`config.mk`:
```
export PLATFORM = sky130hd
export DESIGN_NAME = hazard_ctrl_flat
export DESIGN_NICKNAME = d
export VERILOG_FILES = /design/src/rtl/hazard_ctrl_pkg.sv /design/src/rtl/hazard_ctrl_if.sv /design/src/rtl/hazard_ctrl_fwd_unit.sv /design/src/rtl/hazard_ctrl.sv /design/src/flat_wrapper.sv
export SDC_FILE = /design/constraint.sdc
export NUM_CORES = 1
export LEC_CHECK = 0
export ABC_AREA = 0
export CAP_MARGIN = 40
export CORE_MARGIN = 2
export CORE_UTILIZATION = 43
export CTS_CLUSTER_SIZE = 25
export DETAILED_ROUTE_END_ITERATION = 8
export GPL_TIMING_DRIVEN = 0
export MAX_ROUTING_LAYER = met4
export PLACE_DENSITY = 0.84
export SYNTH_ARGS = -nofsm -noshare
export SYNTH_HDL_FRONTEND = slang
export SYNTH_SLANG_ARGS = --single-unit
```
`constraint.sdc`:
```
create_clock -name clk_HC -period 2.2 [get_ports clk_HC]
set_clock_uncertainty 0.05 [all_clocks]
set_input_delay 0.22 -clock clk_HC [delete_from_list [all_inputs] [get_ports clk_HC]]
set_output_delay 0.22 -clock clk_HC [all_outputs]
set_load 0.02 [all_outputs]
```
`src/rtl/hazard_ctrl_pkg.sv`:
```
// Shared widths, FSM encoding and forward-select codes for the hazard controller.
package hazard_ctrl_pkg;

    localparam int unsigned REG_W   = 5;
    localparam int unsigned FWD_W   = 2;
    localparam int unsigned CNT_W   = 4;
    localparam int unsigned STALL_W = 16;

    typedef enum logic [1:0] {
        RUN       = 2'd0,
        MDU_BUSY  = 2'd1,
        MDU_DRAIN = 2'd2
    } hc_state_e;

    localparam logic [FWD_W-1:0] FWD_RF  = 2'b00;
    localparam logic [FWD_W-1:0] FWD_MEM = 2'b10;
    localparam logic [FWD_W-1:0] FWD_WB  = 2'b01;

    // Forward select for one EX source; EX/MEM wins over MEM/WB, r0 never forwarded.
    function automatic logic [FWD_W-1:0] fwd_sel(
        input logic [REG_W-1:0] src,
        input logic [REG_W-1:0] dest_mem,
        input logic             we_mem,
        input logic [REG_W-1:0] dest_wb,
        input logic             we_wb
    );
        if (we_mem && (dest_mem != '0) && (dest_mem == src)) begin
            return FWD_MEM;
        end else if (we_wb && (dest_wb != '0) && (dest_wb == src)) begin
            return FWD_WB;
        end
        return FWD_RF;
    endfunction

endpackage

```
`src/rtl/hazard_ctrl_if.sv`:
```
// Pipeline-side signal bundle of the hazard controller.
interface hazard_ctrl_if;
    import hazard_ctrl_pkg::*;

    logic [REG_W-1:0]   rs_ID_HC;
    logic [REG_W-1:0]   rt_ID_HC;
    logic [REG_W-1:0]   rs_EX_HC;
    logic [REG_W-1:0]   rt_EX_HC;
    logic [REG_W-1:0]   dest_EX_HC;
    logic               MemRead_EX_HC;
    logic               RegWrite_EX_HC;
    logic               mdu_start_EX_HC;
    logic               branch_taken_EX_HC;
    logic [REG_W-1:0]   dest_MEM_HC;
    logic               RegWrite_MEM_HC;
    logic [REG_W-1:0]   dest_WB_HC;
    logic               RegWrite_WB_HC;

    logic               pc_en_HC;
    logic               ifid_en_HC;
    logic               idex_en_HC;
    logic               ifid_flush_HC;
    logic               idex_flush_HC;
    logic               exmem_flush_HC;
    logic [FWD_W-1:0]   fwdA_HC;
    logic [FWD_W-1:0]   fwdB_HC;
    logic               mdu_done_HC;
    logic [STALL_W-1:0] stall_cnt_HC;

    // Pipeline datapath side.
    modport master (
        output rs_ID_HC, rt_ID_HC, rs_EX_HC, rt_EX_HC, dest_EX_HC,
               MemRead_EX_HC, RegWrite_EX_HC, mdu_start_EX_HC, branch_taken_EX_HC,
               dest_MEM_HC, RegWrite_MEM_HC, dest_WB_HC, RegWrite_WB_HC,
        input  pc_en_HC, ifid_en_HC, idex_en_HC, ifid_flush_HC, idex_flush_HC,
               exmem_flush_HC, fwdA_HC, fwdB_HC, mdu_done_HC, stall_cnt_HC
    );

    // Hazard controller side.
    modport slave (
        input  rs_ID_HC, rt_ID_HC, rs_EX_HC, rt_EX_HC, dest_EX_HC,
               MemRead_EX_HC, RegWrite_EX_HC, mdu_start_EX_HC, branch_taken_EX_HC,
               dest_MEM_HC, RegWrite_MEM_HC, dest_WB_HC, RegWrite_WB_HC,
        output pc_en_HC, ifid_en_HC, idex_en_HC, ifid_flush_HC, idex_flush_HC,
               exmem_flush_HC, fwdA_HC, fwdB_HC, mdu_done_HC, stall_cnt_HC
    );

endinterface

```
`src/rtl/hazard_ctrl_fwd_unit.sv`:
```
// EX-stage operand forwarding selects; purely combinational.
module hazard_ctrl_fwd_unit
    import hazard_ctrl_pkg::*;
(
    input  logic [REG_W-1:0] rs_EX,
    input  logic [REG_W-1:0] rt_EX,
    input  logic [REG_W-1:0] dest_MEM,
    input  logic             RegWrite_MEM,
    input  logic [REG_W-1:0] dest_WB,
    input  logic             RegWrite_WB,
    output logic [FWD_W-1:0] fwdA,
    output logic [FWD_W-1:0] fwdB
);

    // Independent select for each ALU operand.
    always_comb begin
        fwdA = fwd_sel(rs_EX, dest_MEM, RegWrite_MEM, dest_WB, RegWrite_WB);
        fwdB = fwd_sel(rt_EX, dest_MEM, RegWrite_MEM, dest_WB, RegWrite_WB);
    end

endmodule

```
`src/rtl/hazard_ctrl.sv`:
```
// Pipeline hazard controller: enables, bubbles, MDU stall sequencing, forwarding, stall counter.
module hazard_ctrl
    import hazard_ctrl_pkg::*;
#(
    parameter int unsigned MDU_LAT = 4
) (
    input  logic          clk_HC,
    input  logic          rst_n_HC,
    hazard_ctrl_if.slave  hc
);

    localparam logic [CNT_W-1:0] CNT_LOAD = CNT_W'(MDU_LAT - 2);

    hc_state_e          state_q, state_d;
    logic [CNT_W-1:0]   cnt_q, cnt_d;
    logic [STALL_W-1:0] stall_cnt_q;
    logic               lu;
    logic               pc_en, ifid_en, idex_en;
    logic               ifid_flush, idex_flush, exmem_flush;
    logic               mdu_done;
    logic [FWD_W-1:0]   fwd_a, fwd_b;

    hazard_ctrl_fwd_unit u_fwd (
        .rs_EX        (hc.rs_EX_HC),
        .rt_EX        (hc.rt_EX_HC),
        .dest_MEM     (hc.dest_MEM_HC),
        .RegWrite_MEM (hc.RegWrite_MEM_HC),
        .dest_WB      (hc.dest_WB_HC),
        .RegWrite_WB  (hc.RegWrite_WB_HC),
        .fwdA         (fwd_a),
        .fwdB         (fwd_b)
    );

    // Load in EX whose destination feeds the instruction in ID.
    assign lu = hc.MemRead_EX_HC && hc.RegWrite_EX_HC && (hc.dest_EX_HC != '0) &&
                ((hc.dest_EX_HC == hc.rs_ID_HC) || (hc.dest_EX_HC == hc.rt_ID_HC));

    // State and MDU down-counter register.
    always_ff @(posedge clk_HC) begin
        if (!rst_n_HC) begin
            state_q <= RUN;
            cnt_q   <= '0;
        end else begin
            state_q <= state_d;
            cnt_q   <= cnt_d;
        end
    end

    // Next state and pipeline control; reset forces all enables and flushes high.
    always_comb begin
        state_d     = state_q;
        cnt_d       = cnt_q;
        pc_en       = 1'b1;
        ifid_en     = 1'b1;
        idex_en     = 1'b1;
        ifid_flush  = 1'b0;
        idex_flush  = 1'b0;
        exmem_flush = 1'b0;
        mdu_done    = 1'b0;
        if (!rst_n_HC) begin
            ifid_flush  = 1'b1;
            idex_flush  = 1'b1;
            exmem_flush = 1'b1;
        end else begin
            unique case (state_q)
                RUN, MDU_DRAIN: begin
                    state_d = RUN;
                    if ((state_q == RUN) && hc.mdu_start_EX_HC) begin
                        pc_en       = 1'b0;
                        ifid_en     = 1'b0;
                        idex_en     = 1'b0;
                        exmem_flush = 1'b1;
                        cnt_d       = CNT_LOAD;
                        state_d     = MDU_BUSY;
                    end else if (hc.branch_taken_EX_HC) begin
                        ifid_flush = 1'b1;
                        idex_flush = 1'b1;
                    end else if (lu) begin
                        pc_en      = 1'b0;
                        ifid_en    = 1'b0;
                        idex_flush = 1'b1;
                    end
                end
                MDU_BUSY: begin
                    pc_en       = 1'b0;
                    ifid_en     = 1'b0;
                    idex_en     = 1'b0;
                    exmem_flush = 1'b1;
                    if (cnt_q == '0) begin
                        mdu_done = 1'b1;
                        state_d  = MDU_DRAIN;
                    end else begin
                        cnt_d = cnt_q - CNT_W'(1);
                    end
                end
                default: state_d = RUN;
            endcase
        end
    end

    // Saturating count of cycles with the PC held.
    always_ff @(posedge clk_HC) begin
        if (!rst_n_HC) begin
            stall_cnt_q <= '0;
        end else if (!pc_en && (stall_cnt_q != '1)) begin
            stall_cnt_q <= stall_cnt_q + STALL_W'(1);
        end
    end

    // Drive the interface; forwarding is held at register-file during reset.
    assign hc.pc_en_HC       = pc_en;
    assign hc.ifid_en_HC     = ifid_en;
    assign hc.idex_en_HC     = idex_en;
    assign hc.ifid_flush_HC  = ifid_flush;
    assign hc.idex_flush_HC  = idex_flush;
    assign hc.exmem_flush_HC = exmem_flush;
    assign hc.mdu_done_HC    = mdu_done;
    assign hc.fwdA_HC        = rst_n_HC ? fwd_a : FWD_RF;
    assign hc.fwdB_HC        = rst_n_HC ? fwd_b : FWD_RF;
    assign hc.stall_cnt_HC   = stall_cnt_q;

endmodule
```
`src/flat_wrapper.sv`:
```
// flat-port wrapper written by rule: the top's interface ports become plain ports
module hazard_ctrl_flat import hazard_ctrl_pkg::*;
#(
    parameter int unsigned MDU_LAT = 4
)
  (clk_HC, rst_n_HC, hc_rs_ID_HC, hc_rt_ID_HC, hc_rs_EX_HC, hc_rt_EX_HC, hc_dest_EX_HC, hc_MemRead_EX_HC, hc_RegWrite_EX_HC, hc_mdu_start_EX_HC, hc_branch_taken_EX_HC, hc_dest_MEM_HC, hc_RegWrite_MEM_HC, hc_dest_WB_HC, hc_RegWrite_WB_HC, hc_pc_en_HC, hc_ifid_en_HC, hc_idex_en_HC, hc_ifid_flush_HC, hc_idex_flush_HC, hc_exmem_flush_HC, hc_fwdA_HC, hc_fwdB_HC, hc_mdu_done_HC, hc_stall_cnt_HC);
  hazard_ctrl_if hc_i ();
  input  logic clk_HC;
  input  logic rst_n_HC;
  input wire logic [$bits(hc_i.rs_ID_HC)-1:0] hc_rs_ID_HC;
  input wire logic [$bits(hc_i.rt_ID_HC)-1:0] hc_rt_ID_HC;
  input wire logic [$bits(hc_i.rs_EX_HC)-1:0] hc_rs_EX_HC;
  input wire logic [$bits(hc_i.rt_EX_HC)-1:0] hc_rt_EX_HC;
  input wire logic [$bits(hc_i.dest_EX_HC)-1:0] hc_dest_EX_HC;
  input wire logic [$bits(hc_i.MemRead_EX_HC)-1:0] hc_MemRead_EX_HC;
  input wire logic [$bits(hc_i.RegWrite_EX_HC)-1:0] hc_RegWrite_EX_HC;
  input wire logic [$bits(hc_i.mdu_start_EX_HC)-1:0] hc_mdu_start_EX_HC;
  input wire logic [$bits(hc_i.branch_taken_EX_HC)-1:0] hc_branch_taken_EX_HC;
  input wire logic [$bits(hc_i.dest_MEM_HC)-1:0] hc_dest_MEM_HC;
  input wire logic [$bits(hc_i.RegWrite_MEM_HC)-1:0] hc_RegWrite_MEM_HC;
  input wire logic [$bits(hc_i.dest_WB_HC)-1:0] hc_dest_WB_HC;
  input wire logic [$bits(hc_i.RegWrite_WB_HC)-1:0] hc_RegWrite_WB_HC;
  output wire logic [$bits(hc_i.pc_en_HC)-1:0] hc_pc_en_HC;
  output wire logic [$bits(hc_i.ifid_en_HC)-1:0] hc_ifid_en_HC;
  output wire logic [$bits(hc_i.idex_en_HC)-1:0] hc_idex_en_HC;
  output wire logic [$bits(hc_i.ifid_flush_HC)-1:0] hc_ifid_flush_HC;
  output wire logic [$bits(hc_i.idex_flush_HC)-1:0] hc_idex_flush_HC;
  output wire logic [$bits(hc_i.exmem_flush_HC)-1:0] hc_exmem_flush_HC;
  output wire logic [$bits(hc_i.fwdA_HC)-1:0] hc_fwdA_HC;
  output wire logic [$bits(hc_i.fwdB_HC)-1:0] hc_fwdB_HC;
  output wire logic [$bits(hc_i.mdu_done_HC)-1:0] hc_mdu_done_HC;
  output wire logic [$bits(hc_i.stall_cnt_HC)-1:0] hc_stall_cnt_HC;
  assign hc_i.rs_ID_HC = hc_rs_ID_HC;
  assign hc_i.rt_ID_HC = hc_rt_ID_HC;
  assign hc_i.rs_EX_HC = hc_rs_EX_HC;
  assign hc_i.rt_EX_HC = hc_rt_EX_HC;
  assign hc_i.dest_EX_HC = hc_dest_EX_HC;
  assign hc_i.MemRead_EX_HC = hc_MemRead_EX_HC;
  assign hc_i.RegWrite_EX_HC = hc_RegWrite_EX_HC;
  assign hc_i.mdu_start_EX_HC = hc_mdu_start_EX_HC;
  assign hc_i.branch_taken_EX_HC = hc_branch_taken_EX_HC;
  assign hc_i.dest_MEM_HC = hc_dest_MEM_HC;
  assign hc_i.RegWrite_MEM_HC = hc_RegWrite_MEM_HC;
  assign hc_i.dest_WB_HC = hc_dest_WB_HC;
  assign hc_i.RegWrite_WB_HC = hc_RegWrite_WB_HC;
  assign hc_pc_en_HC = hc_i.pc_en_HC;
  assign hc_ifid_en_HC = hc_i.ifid_en_HC;
  assign hc_idex_en_HC = hc_i.idex_en_HC;
  assign hc_ifid_flush_HC = hc_i.ifid_flush_HC;
  assign hc_idex_flush_HC = hc_i.idex_flush_HC;
  assign hc_exmem_flush_HC = hc_i.exmem_flush_HC;
  assign hc_fwdA_HC = hc_i.fwdA_HC;
  assign hc_fwdB_HC = hc_i.fwdB_HC;
  assign hc_mdu_done_HC = hc_i.mdu_done_HC;
  assign hc_stall_cnt_HC = hc_i.stall_cnt_HC;
  hazard_ctrl #(.MDU_LAT(MDU_LAT)) u_core (.clk_HC(clk_HC), .rst_n_HC(rst_n_HC), .hc(hc_i));
endmodule
```
==> results.md, run 1 <==
- Grt ovf: 0
- CP Data Required Time: 1.93 ns
- Final ANT Viol Nets: 0
- Status: finished clean
- Tot GR Track Use: 22.1%
- M3 GR Usage: 3.77%
- Area of the core: 3660 sq um
- CP Data Arrival Time: 1.88 ns
- First-pass GRT wire length: 7220 um
- Residual DRC: 0
- Most common cell after layout, fill and taps aside: clkdlybuf4s50_1
- Post-DP HPWL: 3510 um
- Power Dens Cells: 427 nW/um^2
- Die area: 4330 sq um
- Clock Path Buffers: 2
- Final Hold Fails: 0
- Die Ht: 65.8 um
- Clock Latency Late Sink: 0.27 ns
- Synth async-reset ratio: 0%
- DR vias/cell: 5.41
- Starting Density: 44.8%
- Clk slew on worst S/H paths: 0.08 ns
- Vias in the first global route: 1641
- Setup violators final: 0
- Tmin final: 2.15 ns
- Row count: 22
- Clock Sinks: 22
- F_max: 466 MHz
- Non-Filler Instances: 319
- Worst-path maximum fanout: 3
- IO Port Bufs: 69
- Reg area: 440 sq um
- Kind of end point of the critical path: output port
- Leakage power: 0.877 nW
- Layout area overhead: 48.4%
- 1st-iter DRT viols: 164
- Most area-hungry cell type in the Yosys netlist: dfxtp_1
- WS Path Type: input pin to output port
- Total power: 1.04 mW
- Startpoint Class: input pin
- CTS tree: yes
- Normalized max-slew margin: 76.2%
- Antenna Cells: 0
- Ratio of cells with drive above 1 in the final layout: 13.7%
- Peak VDD IR: 0.000240 V
- H-Tree Depth: 1
- Distinct cells, synth: 45
- RSZ-0062 raised after global routing: yes
- Placer Congestion: 0.903
- Met2 Use GR: 38.8%
- Synthesis Warnings: 0
- Top-area cell type share of the netlist area: 26.8%
- Clk root buf: clkbuf_8
- Mapped Cells: 197
- # Max-Cap Violations: 0
- Worst Tran Pin Value: 0.353 ns
- Total Neg Setup Slack: 0 ns
- # fillers: 327
- Largest net degree at the start of global routing: 12
- Syn Nets: 242
- Syn Area/Cell: 8.33 sq um
- Synthesized cell area: 1640 sq um
- Synth area leaders: dfxtp_1 (27%), xnor2_1 (8.5%), xor2_1 (8.5%)
- Ports: 70
- Post-synth EDFFs: 0
- Number of antenna violations at the first check in global routing: 0
- DRT Pass-1 Iters: 4
- Met1 GRT Util: 26.4%
- Synth Register Bits: 22
- Tcrit/Tclk final: 97.6%
- Hold Path Class: flip-flop to flip-flop
- Vias: 1725
- Final Max Tran Viols: 0
- Most Crowded Layer GR: met2
- Layout Nets: 318
- Primary FF master, synth: dfxtp_1
- WL final: 4390 um
- Drt wl/cell: 13.8 um
- Most frequent cells in the layout: clkdlybuf4s50_1 (47), dfxtp_1 (22), nand2_1 (21)
- Layout Utilization: 66.5%
- DP Cell Count: 314
- Sequential-to-total area share from yosys stat: 26.8%
- TritonCTS Buffers: 3
- Die X-Extent: 65.8 um
- Area of the multi-input gates: 1110 sq um
- Hold Slack: 0.444 ns
stage by stage:
stage               instance area, sq um  worst slack (ns)
global route                        2430           -0.0334
finish                              2430            0.0528
floorplan                           1640             0.193
detailed placement                  2390            -0.580
CTS                                 2440           0.00909
global placement                    2390            -0.632
Yosys cell counts (2+ instances only):
cell,instances
o311ai_1,3
and3_1,4
nor4_1,5
o31ai_1,8
nand3_1,10
xnor2_1,16
and2_1,3
buf_2,2
nand4_1,5
dfxtp_1,22
a21oi_1,8
nor3_1,6
nor2_1,4
o21ai_1,2
xor2_1,16
or2_2,2
or4_1,10
buf_6,4
nand2b_1,5
ha_1,2
clkbuf_1,2
nor3b_1,4
mux2i_1,5
nand2_1,21
o211ai_1,3
inv_1,6
worst paths after layout:
path                                                  from                          to  slack [ns]  cells after the start
worst max-delay path                     hc_dest_MEM_HC[0]               hc_fwdA_HC[1]        0.05                      6
worst min-delay path            u_core.hc.stall_cnt_HC[13]  u_core.hc.stall_cnt_HC[13]        0.44                      2
worst max register to register   u_core.hc.stall_cnt_HC[0]   u_core.hc.stall_cnt_HC[7]        0.27                      7
worst min register to register  u_core.hc.stall_cnt_HC[13]  u_core.hc.stall_cnt_HC[13]        0.44                      2
report_power, final:
part           leakage (nW)  internal, mW  total, mW  switching (mW)
Sequential            0.178         0.412      0.427          0.0150
Clock                0.0216         0.122      0.250           0.128
Combinational         0.677         0.184      0.363           0.180
Total                 0.877         0.718       1.04           0.323
area by class of cell:
cell class              count  area share [%]
flip-flops and latches     22            18.1
repair buffers             71            27.1
clock buffers               3            1.70
inverters                   7            1.13
well taps                  48            2.47
multi-input cells         158            45.7
plain buffers              10            3.75
state kept, by name (all words and copies together), names as in the netlist:
| name | flops |
|---|---|
| u_core.state_q | 2 |
| u_core.hc.stall_cnt_HC | 16 |
| u_core.cnt_q | 4 |
worst max-delay path, cell delays in order:
cell             delay (ns)
clkdlybuf4s50_1        0.56
xnor2_1                0.15
nand3_1                0.11
nor4_2                 0.33
and2_1                 0.17
dlygate4sd2_1          0.34
cell families (layout without fill, tap and decap cells):
logic type / Yosys count / in the layout / share of synthesized area (%)
AOI/OAI and AO/OA: 35 / 35 / 15.9
buffers and inverters: 17 / 91 / 7.09
adders and majority gates: 2 / 2 / 1.53
and+or+nand+nor: 84 / 84 / 28.5
DFF: 22 / 22 / 26.8
xor gates and xnor gates: 32 / 32 / 17.1
muxes: 5 / 5 / 3.05
layer usage:
metal	vias up	share of wire, %
met5	-	0
met1	806	42
met2	53	52
met4	0	0.87
li1	862	-
met3	4	4.8
what timing repair did:
action | in CTS | in global routing
buffers inserted | 2 | 0
resized for setup | 43 | 4
setup endpoints to repair | 9 | 5
hold buffers | 0 | 0
pin swaps | 3 | 1
(Power assumes the default switching activity.)
==> run 2, diff against run 1 <==
Settings changed: CORE_ASPECT_RATIO set to 0.5, CORE_UTILIZATION 43 to 46, PLACE_DENSITY 0.84 to 0.89.
Clock period 2.2 ns to 2.5 ns, I/O delays scaled along.
==> run 2 against run 1 <==
Cell area rose by 0.21%. Non-clock buffer count is 2 lower. Sequential share of layout area barely moved. Clock-buffer cell count up 1. Core utilization up 4.9 points. Via count grew 0.17%. Critical path depth stayed put. Critical endpoint is now hc_ifid_en_HC.
==> results.md, run 2 (same netlist as run 1, synthesis figures left out) <==
- Status: finished clean
- Die X-Extent: 88.5 um
- Tot GR Track Use: 22.2%
- Largest net degree at the start of global routing: 13
- Tmin final: 2.42 ns
- 1st-iter DRT viols: 56
- TritonCTS Buffers: 3
- Final Max Tran Viols: 0
- Worst Tran Pin Value: 0.365 ns
- CTS tree: yes
- Hold Path Class: input pin to flip-flop
- Kind of end point of the critical path: output port
- Vias: 1728
- Slowest stage delay, CP: 0.58 ns
- Clock Path Buffers: 2
- F_max: 414 MHz
- DP Area: 2390 sq um
- Area of the core: 3420 sq um
- Grt ovf: 0
- Die area: 4090 sq um
- Final ANT Viol Nets: 0
- # fillers: 265
- Peak VDD IR: 0.000226 V
- Met3 WL: 231 um
- Reg-to-Reg Start: u_core.hc.stall_cnt_HC[0]
- Clock Sinks: 22
- Clk slew on worst S/H paths: 0.08 ns
- Worst-path maximum fanout: 3
- Area of the multi-input gates: 1090 sq um
- DRT Pass-1 Iters: 4
- RSZ-0062 raised after global routing: no
- Die Ht: 46.2 um
- WL final: 4460 um
- Fin area: 2440 sq um
- Number of antenna violations at the first check in global routing: 0
- CP Data Arrival Time: 2.12 ns
- Vias in the first global route: 1560
- H-Tree Depth: 1
- Drt wl/cell: 13.9 um
- Worst path slowest cell: or4_1
- Power Dens Cells: 391 nW/um^2
- Layout Nets: 316
- Clk root buf: clkbuf_8
- Clock Latency Late Sink: 0.26 ns
- Tcrit/Tclk final: 96.6%
- R2R Setup Slk: 0.59 ns
- WS Path Type: input pin to output port
- Residual DRC: 0
- CP Launch Point: hc_dest_EX_HC[0]
- Leakage power: 0.861 nW
- Min-delay src: rst_n_HC
- Most common cell after layout, fill and taps aside: clkdlybuf4s50_1
- CP Data Required Time: 2.20 ns
- DR vias/cell: 5.38
- Post-DP HPWL: 3570 um
- Placer Congestion: 0.842
- Setup violators final: 0
- Uppermost layer routed: met4
- Layout area overhead: 48.7%
- Reg area: 440 sq um
- IO Port Bufs: 69
- Final Hold Fails: 0
- Total Neg Setup Slack: 0 ns
- Max reg flops: 16
- Met2 WL: 2360 um
- Row count: 15
- Startpoint Class: input pin
- First-pass GRT wire length: 6910 um
- Most frequent cells in the layout: clkdlybuf4s50_1 (61), dfxtp_1 (22), nand2_1 (21)
- Starting Density: 48.0%
- Metal1 wirelength: 1840 um
- Ports: 70
- Ratio of cells with drive above 1 in the final layout: 11.1%
- Cells along the critical path: clkdlybuf4s50_1, or4_1, o211ai_2, or2b_2, a21o_1, dlygate4sd2_1
- # Max-Cap Violations: 0
- Normalized max-slew margin: 75.5%
- Antenna Cells: 0
## run 2: cell count changes in the layout (fill, tap and decap cells not counted), moves of 2 or more
cell / change
nor4_2: -3
buf_4: -2
clkdlybuf4s50_1: +14
dlygate4sd2_1: -12
buf_2: -2
nor4_1: +3
## run 2: power breakdown
| group | total (mW) | internal, mW | switching (mW) |
|---|---|---|---|
| registers | 0.376 | 0.363 | 0.0132 |
| clock network | 0.254 | 0.140 | 0.114 |
| logic | 0.323 | 0.168 | 0.155 |
| total | 0.953 | 0.671 | 0.283 |
## run 2: metal layers
metal	global-route usage (%)	vias to the layer above
li1	-	860
met1	25.3	803
met2	43.3	63
met3	3.58	2
met4	2.12	0
met5	-	-
## run 2: final timing paths
path,end,cells after the start
worst min register to register,u_core.hc.stall_cnt_HC[13],2
worst min-delay path,u_core.hc.stall_cnt_HC[11],3
worst max register to register,u_core.hc.stall_cnt_HC[7],7
worst max-delay path,hc_ifid_en_HC,6
## run 2: final cells by class
class                           instances  share of cell area [%]
Tap cell                               51                    2.62
Buffer                                 10                    3.74
Multi-Input combinational cell        158                    44.6
Timing Repair Buffer                   69                    27.6
Clock buffer                            4                    2.26
Sequential cell                        22                    18.1
Inverter                                7                    1.13
## run 2: through the flow
step / std cells / power, mW / hold WS (ns) / utilization, % / setup WS [ns]
2_1_floorplan: 197 / 0.559 / 0.356 / - / 0.433
3_3_place_gp: 317 / 0.699 / 0.428 / 70.1 / -0.405
3_5_place_dp: 317 / 0.709 / 0.441 / 70.1 / -0.394
4_1_cts: 321 / 0.958 / 0.454 / 71.6 / 0.0120
5_1_grt: 321 / 0.997 / 0.406 / 71.4 / 0.00180
6_report: 321 / 0.953 / 0.368 / 71.4 / 0.0849
## run 2: critical path, delay by kind of cell
| family | cells | cell delay (ns) |
|---|---|---|
| buffers and inverters | 2 | 0.82 |
| and+or+nand+nor | 2 | 0.73 |
| AOI/OAI and AO/OA | 2 | 0.32 |
## run 2: repair_timing
action,CTS,global route
hold buffers,0,0
setup buffers,0,0
setup endpoints to repair,8,4
hold endpoints to repair,0,0
gates resized for setup,15,6
==> run 3, diff against run 2 <==
Settings changed: CORE_ASPECT_RATIO 0.5 to unset, CORE_UTILIZATION 46 to 68, DONT_BUFFER_PORTS set to 1, HOLD_SLACK_MARGIN set to 0.06, PLACE_DENSITY 0.89 to 0.87, REMOVE_ABC_BUFFERS set to 1.
==> run 3 against run 2 <==
Sequential power up 2%. Clock-buffer cell count down 1. Sequential cell count unchanged. Setup slack better by 0.23 ns. Cell count down 31%. Worst hold slack worse by 0.29 ns. Global-route usage up 7.9 points. Critical path depth down 2. Critical endpoint is now hc_mdu_done_HC. Largest power group unchanged.
==> results.md, run 3 (same netlist as run 1, synthesis figures left out) <==
- Kind of end point of the critical path: output port
- Startpoint Class: flip-flop
- Worst Tran Pin Value: 0.895 ns
- Max reg flops: 16
- Layout Nets: 240
- Clock Latency Late Sink: 0.31 ns
- Clk root buf: clkbuf_4
- WS Path Type: flip-flop to output port
- Ratio of cells with drive above 1 in the final layout: 8.29%
- Total power: 713 uW
- Layout area overhead: -0.457%
- Clock Path Buffers: 2
- DRT Pass-1 Iters: 4
- F_max: 457 MHz
- Setup violators final: 0
- Status: finished clean
- Tcrit/Tclk final: 87.5%
- WL final: 3840 um
- Area of the core: 2250 sq um
- Final ANT Viol Nets: 0
- DP Cell Count: 215
- Total Neg Setup Slack: 0 ns
- 1st-iter DRT viols: 29
- # Max-Cap Violations: 0
- Tmin final: 2.19 ns
- Final Max Tran Viols: 0
- Largest net degree at the start of global routing: 23
- RSZ-0062 raised after global routing: no
- Tot GR Track Use: 30.1%
- Power Dens Cells: 437 nW/um^2
- Placer Congestion: 0.737
- Die area: 2820 sq um
- H-Tree Depth: 1
- Row count: 17
- Vias: 1462
- Final Hold Fails: 0
- Grt ovf: 0
- Setup bufs post-CTS: 0
- Most frequent cells in the layout: dfxtp_1 (22), nand2_1 (21), xnor2_1 (16), xor2_1 (16)
- First-pass GRT wire length: 6110 um
- CP Data Required Time: 2.20 ns
- Non-Filler Instances: 221
- Drt wl/cell: 17.4 um
- Leakage power: 0.518 nW
- Vias in the first global route: 1500
- Post-CTS sizing: 0
- Peak VDD IR: 0.000435 V
- Die Ht: 53.1 um
- Post-DP HPWL: 2910 um
- Die X-Extent: 53.1 um
- Fin area: 1630 sq um
- CP Data Arrival Time: 1.89 ns
- TritonCTS Buffers: 3
- Most common cell after layout, fill and taps aside: dfxtp_1
- Hold path depth: 2
- IO Port Bufs: 0
- Clock Sinks: 22
- DP Area: 1590 sq um
- Antenna Cells: 0
- Number of antenna violations at the first check in global routing: 0
- Worst-path maximum fanout: 4
- Residual DRC: 0
- DR vias/cell: 6.62
- CTS tree: yes
- Hold Path Class: input pin to flip-flop
- Clk slew on worst S/H paths: 0.11 ns
- Reg2Reg Depth: 6
- Ports: 70
- Normalized max-slew margin: 39.8%
- Starting Density: 72.8%
## run 3: cell count changes in the layout (fill, tap and decap cells not counted), sizes merged
cell,previous run,this run
buf,9,0
clkbuf,8,4
clkdlybuf4s50,61,0
dlygate4sd2,4,0
dlygate4sd3,0,2
dlymetal6s2s,1,0
## run 3: worst max-delay path, stage by stage, from the launching register on
cell     delay (ns)
dfxtp_1        0.33
inv_1          0.09
ha_1           0.17
nor3b_1        0.37
nor3b_1        0.64
## run 3: what timing repair did
action	4_1_cts	5_1_grt
hold buffers	1	1
setup endpoints to repair	0	0
hold endpoints to repair	8	1
## run 3: metrics by stage
| step | hold WS [ns] | util (%) | setup WS [ns] |
|---|---|---|---|
| 4_1_cts | 0.0639 | 71.8 | 0.268 |
| 5_1_grt | 0.0644 | 72.4 | 0.167 |
| 2_1_floorplan | 0.344 | - | 0.433 |
| 6_report | 0.0772 | 72.4 | 0.312 |
| 3_5_place_dp | 0.361 | 70.3 | 0.278 |
| 3_3_place_gp | 0.353 | 70.3 | 0.353 |
## run 3: per-layer routing
| metal | vias to the layer above | wire length [um] | track usage (%) |
|---|---|---|---|
| met4 | 0 | 48 | 9.83 |
| met5 | - | 0 | - |
| met1 | 687 | 1490 | 29.8 |
| met3 | 8 | 251 | 8.47 |
| li1 | 705 | - | - |
| met2 | 62 | 2050 | 56.3 |
## run 3: final timing paths
kind,startpoint,to,slack [ns]
setup / recovery,u_core.cnt_q[0],hc_mdu_done_HC,0.31
hold / removal,rst_n_HC,u_core.hc.stall_cnt_HC[4],0.08
setup reg to reg,u_core.hc.stall_cnt_HC[0],u_core.hc.stall_cnt_HC[4],0.35
hold reg to reg,u_core.cnt_q[0],u_core.cnt_q[0],0.53
## run 3: final cells by class
| type | instances | area, sq um |
|---|---|---|
| multi-input combinational | 158 | 1080 |
| tap | 28 | 35.0 |
| fill | 193 | 622 |
| clock buffer | 3 | 22.5 |
| timing repair buffer | 3 | 25.0 |
| sequential | 22 | 440 |
| inverter | 7 | 26.3 |
## run 3: where the power goes
part	internal, mW	total (mW)	switching, mW	leakage (nW)
Combinational	0.0693	0.177	0.108	0.327
Sequential	0.363	0.383	0.0205	0.178
Clock	0.0563	0.153	0.0969	0.0138
